==> src/rtl/lu_seq_pkg.sv <==
// Shared definitions for the sequential logic unit and its slice datapath:
// operation encodings and FSM state encoding.
package lu_seq_pkg;

    localparam logic [2:0] LU_AND   = 3'b000;
    localparam logic [2:0] LU_OR    = 3'b001;
    localparam logic [2:0] LU_XOR   = 3'b010;
    localparam logic [2:0] LU_NAND  = 3'b011;
    localparam logic [2:0] LU_NOR   = 3'b100;
    localparam logic [2:0] LU_XNOR  = 3'b101;
    localparam logic [2:0] LU_NOTA  = 3'b110;
    localparam logic [2:0] LU_PASSA = 3'b111;

    typedef enum logic [1:0] {
        S_IDLE = 2'd0,
        S_RUN  = 2'd1,
        S_DONE = 2'd2
    } lu_state_e;

endpackage

==> src/rtl/lu_slice.sv <==
// Combinational SLICE-bit logic unit: applies one of the eight bitwise
// operations to a and b. Shared between the sequential LU and the ALU.
module lu_slice
    import lu_seq_pkg::*;
#(
    parameter int SLICE = 1
) (
    input  logic [SLICE-1:0] a,
    input  logic [SLICE-1:0] b,
    input  logic [2:0]       op,
    output logic [SLICE-1:0] y
);

    // Operation table; every encoding is covered, PASS A doubles as the default.
    always_comb begin
        y = a;
        case (op)
            LU_AND:  y = a & b;
            LU_OR:   y = a | b;
            LU_XOR:  y = a ^ b;
            LU_NAND: y = ~(a & b);
            LU_NOR:  y = ~(a | b);
            LU_XNOR: y = ~(a ^ b);
            LU_NOTA: y = ~a;
            default: y = a;
        endcase
    end

endmodule

==> src/rtl/lu_seq.sv <==
// Sequential logic unit: processes WIDTH-bit operands SLICE bits per cycle,
// LSB slice first, behind a start/busy/done handshake. Y and zero are only
// updated on the completion edge so partial results are never visible.
module lu_seq
    import lu_seq_pkg::*;
#(
    parameter int WIDTH = 8,
    parameter int SLICE = 1
) (
    input  logic             clk,
    input  logic             rst_n,
    input  logic             start,
    input  logic [WIDTH-1:0] A,
    input  logic [WIDTH-1:0] B,
    input  logic [2:0]       LUOP,
    output logic             busy,
    output logic             done,
    output logic [WIDTH-1:0] Y,
    output logic             zero
);

    localparam int N  = WIDTH / SLICE;
    localparam int CW = (N > 1) ? $clog2(N) : 1;

    // Reject parameter sets where the operand does not split into whole slices.
    if ((SLICE < 1) || (WIDTH % SLICE != 0)) begin : g_bad_params
        $error("lu_seq: WIDTH (%0d) must be a positive multiple of SLICE (%0d)", WIDTH, SLICE);
    end

    lu_state_e        state_q, state_d;
    logic [CW-1:0]    cnt_q, cnt_d;
    logic [WIDTH-1:0] a_q, a_d;
    logic [WIDTH-1:0] b_q, b_d;
    logic [2:0]       op_q, op_d;
    logic [WIDTH-1:0] res_q, res_d;
    logic [WIDTH-1:0] y_q, y_d;
    logic             zero_q, zero_d;

    logic [SLICE-1:0] slice_y;
    logic [WIDTH-1:0] res_next;

    lu_slice #(.SLICE(SLICE)) u_slice (
        .a  (a_q[SLICE-1:0]),
        .b  (b_q[SLICE-1:0]),
        .op (op_q),
        .y  (slice_y)
    );

    // New slice enters at the MSB end so the word is LSB-aligned after N shifts.
    if (SLICE == WIDTH) begin : g_res_full
        assign res_next = slice_y;
    end else begin : g_res_shift
        assign res_next = {slice_y, res_q[WIDTH-1:SLICE]};
    end

    // Next-state logic: capture on accepted start, shift through RUN, publish on the last slice.
    always_comb begin
        state_d = state_q;
        cnt_d   = cnt_q;
        a_d     = a_q;
        b_d     = b_q;
        op_d    = op_q;
        res_d   = res_q;
        y_d     = y_q;
        zero_d  = zero_q;
        case (state_q)
            S_IDLE, S_DONE: begin
                if (start) begin
                    a_d     = A;
                    b_d     = B;
                    op_d    = LUOP;
                    cnt_d   = CW'(N - 1);
                    state_d = S_RUN;
                end else begin
                    state_d = S_IDLE;
                end
            end
            S_RUN: begin
                res_d = res_next;
                a_d   = a_q >> SLICE;
                b_d   = b_q >> SLICE;
                if (cnt_q == '0) begin
                    y_d     = res_next;
                    zero_d  = (res_next == '0);
                    state_d = S_DONE;
                end else begin
                    cnt_d = cnt_q - 1'b1;
                end
            end
            default: state_d = S_IDLE;
        endcase
    end

    // State and datapath registers; reset abandons any operation in flight.
    always_ff @(posedge clk or negedge rst_n) begin
        if (!rst_n) begin
            state_q <= S_IDLE;
            cnt_q   <= '0;
            a_q     <= '0;
            b_q     <= '0;
            op_q    <= '0;
            res_q   <= '0;
            y_q     <= '0;
            zero_q  <= 1'b0;
        end else begin
            state_q <= state_d;
            cnt_q   <= cnt_d;
            a_q     <= a_d;
            b_q     <= b_d;
            op_q    <= op_d;
            res_q   <= res_d;
            y_q     <= y_d;
            zero_q  <= zero_d;
        end
    end

    assign busy = (state_q == S_RUN);
    assign done = (state_q == S_DONE);
    assign Y    = y_q;
    assign zero = zero_q;

endmodule
==> config.mk <==
export PLATFORM = sky130hd
export DESIGN_NAME = lu_seq
export DESIGN_NICKNAME = d
export VERILOG_FILES = /design/src/rtl/lu_seq_pkg.sv /design/src/rtl/lu_slice.sv /design/src/rtl/lu_seq.sv
export SDC_FILE = /design/constraint.sdc
export NUM_CORES = 1
export LEC_CHECK = 0
export ABC_AREA = 1
export CAP_MARGIN = 25
export CORE_UTILIZATION = 50
export DETAILED_ROUTE_END_ITERATION = 10
export PLACE_DENSITY = 0.84
export SYNTH_ARGS = -nofsm -noshare
export SYNTH_HDL_FRONTEND = slang
export SYNTH_SLANG_ARGS = --single-unit
==> constraint.sdc <==
create_clock -name clk -period 2.5 [get_ports clk]
set_input_delay 0.625 -clock clk [delete_from_list [all_inputs] [get_ports clk]]
set_output_delay 0.625 -clock clk [all_outputs]
set_load 0.05 [all_outputs]
==> results.md <==
Logic synthesis:
- The synthesized area divided by synthesized cell count is 8.98 um2.
- During synthesis, Yosys emitted a total of 0 warnings.
- The netlist uses 24 different library cells.
- The share of flip-flops with an asynchronous set or reset is 100%.
- The total nets after synthesis is ~240.
- The most used flip-flop cell after synthesis is sky130_fd_sc_hd__dfrtp_1.
- Yosys mapped a number of flops with a built-in enable equal to 0.
- The post-synthesis instance total is 211.
- The cell area that synthesis handed to floorplanning was ~1900 um2.
- Sequential elements use roughly 53% of the synthesized area.
- Synthesis inferred 40 register bits.

Critical path:
- The slowest library cell on the worst path is sky130_fd_sc_hd__clkdlybuf4s50_1.
- The worst setup path is of the register to primary output kind.
- In this run the worst path has a maximum fanout of 3.
- The critical path goes through nor2_1 > clkdlybuf4s50_1.
- The endpoint identified for the worst register-to-register timing path is b_q[0]$_DFFE_PN0P_.
- STA classifies the critical path endpoint as a primary output.
- The largest single stage delay on the critical path is just over 0.8 ns.
- The arrival time of the worst setup path is roughly 1.6 ns.
- The critical path startpoint category is a register.
- The minimum setup slack among reg-to-reg paths is around 0.95 ns.
- For the worst setup path, the data required time is approximately 1.9 ns.
- The logic depth of the worst register-to-register path is 5.
- The startpoint of the worst-slack reg-to-reg timing path is state_q[0]$_DFFE_PN0P_.

Cells and area:
- The number of antenna diodes in the final layout is 0.
- The area growth from synthesis to layout is 20.3%.
- The finished layout holds between 200 and 300 standard cells, fillers aside.
- The number of nets at the end of the flow is approximately 270.
- The share of post-route cells with drive strength above 1 is a little under a tenth.
- The library cells used most frequently in the layout, excluding fill and tap cells, are 49 x sky130_fd_sc_hd__nand2_1, 40 x sky130_fd_sc_hd__dfrtp_1, 31 x sky130_fd_sc_hd__inv_1.
- The library cell used most frequently in the layout, excluding fill and tap cells, is sky130_fd_sc_hd__nand2_1.

Clock network:
- The H-tree depth is 2.
- The number of hold buffers added after CTS was 0.
- The clock tree from TritonCTS is built.
- The number of buffers created by CTS is 5.
- The maximum clock insertion buffer count is 2.
- The post-CTS setup repair buffer count is 0.
- The clock net in this run drives a total of 40 sinks.
- The number of gates resized after CTS was 0.
- The clock edge transition at the registers on the reported setup and hold paths is ~0.080 ns.
- The clock tree root driver cell is sky130_fd_sc_hd__clkbuf_8.
- The worst-skew pair later-pin latency is 0.30 ns.

STA:
- The worst slew slack as a fraction of its limit is 42.3%.
- The final setup TNS is 0 ns.
- Across all hold checks on the routed design, the worst slack comes to 0.440 ns.
- Setup violations remaining at the end of the flow were counted as 0.
- For the pin with the worst max-slew slack, the measured transition is 0.865 ns.
- The maximum clock rate is approximately 450 MHz.
- On the final layout, the worst clock skew is slightly below 0.01 ns.
- The hold violation total from the final report is 0.
- The final critical-path setup slack is ~0.26 ns.
- Dividing the final minimum period by the clock period gives 89.4%.
- The count of final max-slew check failures is 0.
- The clock period minus final worst setup slack is about 2.2 ns.
- Setup repair after global routing left no endpoint under its margin.

Route:
- The detailed-route wire length is 3360 um.
- The DRC marker count from the first detailed-route iteration is between 70 and 80.
- In the routed layout, each cell is associated on average with a via count of ~5.
- After detailed routing, the average wire length per cell comes to ~12 um.
- The remaining design rule violation count is 0.
- The routed layout has about 1500 vias.
- The antenna violation net count after detailed routing is 0.
- The iteration count of the initial detailed-routing pass is 4.

Hold path:
- The type of the tightest min-delay check is input pin to asynchronous set/reset pin.

Floorplan:
- The area of the die is between 4000 and 5000 um2.
- The initial core utilization is just over 50%.
- The vertical extent of the die is between 60 and 70 um.
- The floorplan step set the die width to roughly 64 um.
- Row generation in the floorplan step produced 22 rows.
- The area inside the core boundary is 3660 um2.
- The I/O pin count is 33.

Power and ir drop:
- The static leakage is 1.10 nW.
- For this design the ratio of total power to cell area is 1340 nW/um2.
- The highest ir drop seen on vdd is approximately 0.00063 V.

Place:
- During placement, the flow inserted port buffers numbering 32.
- The congestion estimate from routability-driven global placement came to 0.804.
- Summed over all nets, the half-perimeter wirelength after detailed placement is around 2300 um.
- The post-placement cell count is approximately 280.
- The setup slack at placement is between 0.3 and 0.4 ns.

Global routing:
- The remaining global-route overflow is 0.
- The overall track demand over capacity in global routing is about a fifth.
- The via count of the first global-routing pass is roughly 1400.
- The first-pass GRT wire length is a little over 6000 um.
- The largest net degree at the start of global routing is 41.
- The initial antenna violation count is 0.

Run:
- The max-cap violation count is 0.

Outcome:
- The flow ran to the end, and the final reports show no timing, DRC or antenna violations.
==> stage by stage <==
stage                     power [W]  utilization [%]  instance area (um2)
final                       0.00306             62.3                 2280
after global routing        0.00334             62.3                 2280
after CTS                   0.00309             62.3                 2280
after detailed placement    0.00265             59.9                 2190
after global placement      0.00258             59.9                 2190
after floorplan             0.00237                -                 1900
==> area by class of cell <==
class | instances | area [um2]
clock buffers | 7 | 76.3
clock inverters | 1 | 8.76
fillers | 293 | 1380
inverters | 33 | 131
multi-input cells | 130 | 682
flip-flops and latches | 40 | 1000
well taps | 48 | 60.1
repair buffers | 33 | 320
==> cell families after synthesis <==
family	after synthesis	share of synthesized area (%)
adders and majority gates	4	2.64
and+or+nand+nor	79	17.5
DFF	40	52.8
buffers and inverters	41	11.2
AOI/OAI and AO/OA	47	15.8
==> where the power goes <==
part / internal (W) / total [W] / switching [W]
logic: 0.000533 / 0.00155 / 0.00102
registers: 0.000951 / 0.00109 / 0.000139
clock network: 0.000199 / 0.000422 / 0.000223
total: 0.00168 / 0.00306 / 0.00138
==> sequential cells by signal, summed over array words and instances, names as in the netlist <==
name,cells
b_q,8
state_q,2
cnt_q,3
res_q,7
a_q,8
zero,1
Y,8
op_q,3
==> layer usage <==
layer	global-route usage, %	vias up	share of wire (%)
met4	10.5	0	2.6
li1	-	739	-
met5	0	-	0
met2	32.2	52	48
met3	4.35	7	4.9
met1	24.4	679	45
==> worst max-delay path by stage <==
| stage | from | endpoint | slack [ns] | cells past startpoint |
|---|---|---|---|---|
| 3_5_place_dp | start | a_q[1]$_DFFE_PN0P_ | 0.38 | 5 |
| 3_3_place_gp | start | a_q[1]$_DFFE_PN0P_ | 0.44 | 5 |
| 2_1_floorplan | state_q[0]$_DFFE_PN0P_ | done | 0.83 | 1 |
| 5_1_grt | state_q[1]$_DFFE_PN0P_ | done | 0.20 | 3 |
| 4_1_cts | state_q[0]$_DFFE_PN0P_ | done | 0.26 | 2 |
| 6_report | state_q[0]$_DFFE_PN0P_ | done | 0.26 | 2 |
==> worst max-delay path, delay by kind of cell, from the launching register on <==
kind                   cells  cell delay (ns)
AND/OR/NAND/NOR            1             0.11
flip-flops                 1             0.40
buffers and inverters      1             0.81
==> cell usage after synthesis, types with 2 or more instances <==
master                     count  area, um2
sky130_fd_sc_hd__buf_6         3       33.8
sky130_fd_sc_hd__o21ai_1       9       45.0
sky130_fd_sc_hd__buf_8         2       30.0
sky130_fd_sc_hd__a21oi_1       6       30.0
sky130_fd_sc_hd__o21ai_0      14       70.1
sky130_fd_sc_hd__nand2_2       3       18.8
sky130_fd_sc_hd__o21ai_2       6       52.6
sky130_fd_sc_hd__nand2_1      49        184
sky130_fd_sc_hd__inv_1        31        116
sky130_fd_sc_hd__nor2_1       11       41.3
sky130_fd_sc_hd__dfrtp_1      40       1000
sky130_fd_sc_hd__nor3_1        2       10.0
sky130_fd_sc_hd__o211ai_1      9       67.6
sky130_fd_sc_hd__nand3_1      12       60.1
sky130_fd_sc_hd__buf_2         2       10.0
sky130_fd_sc_hd__ha_1          4       50.1
Power figures use the tool's default switching activity.
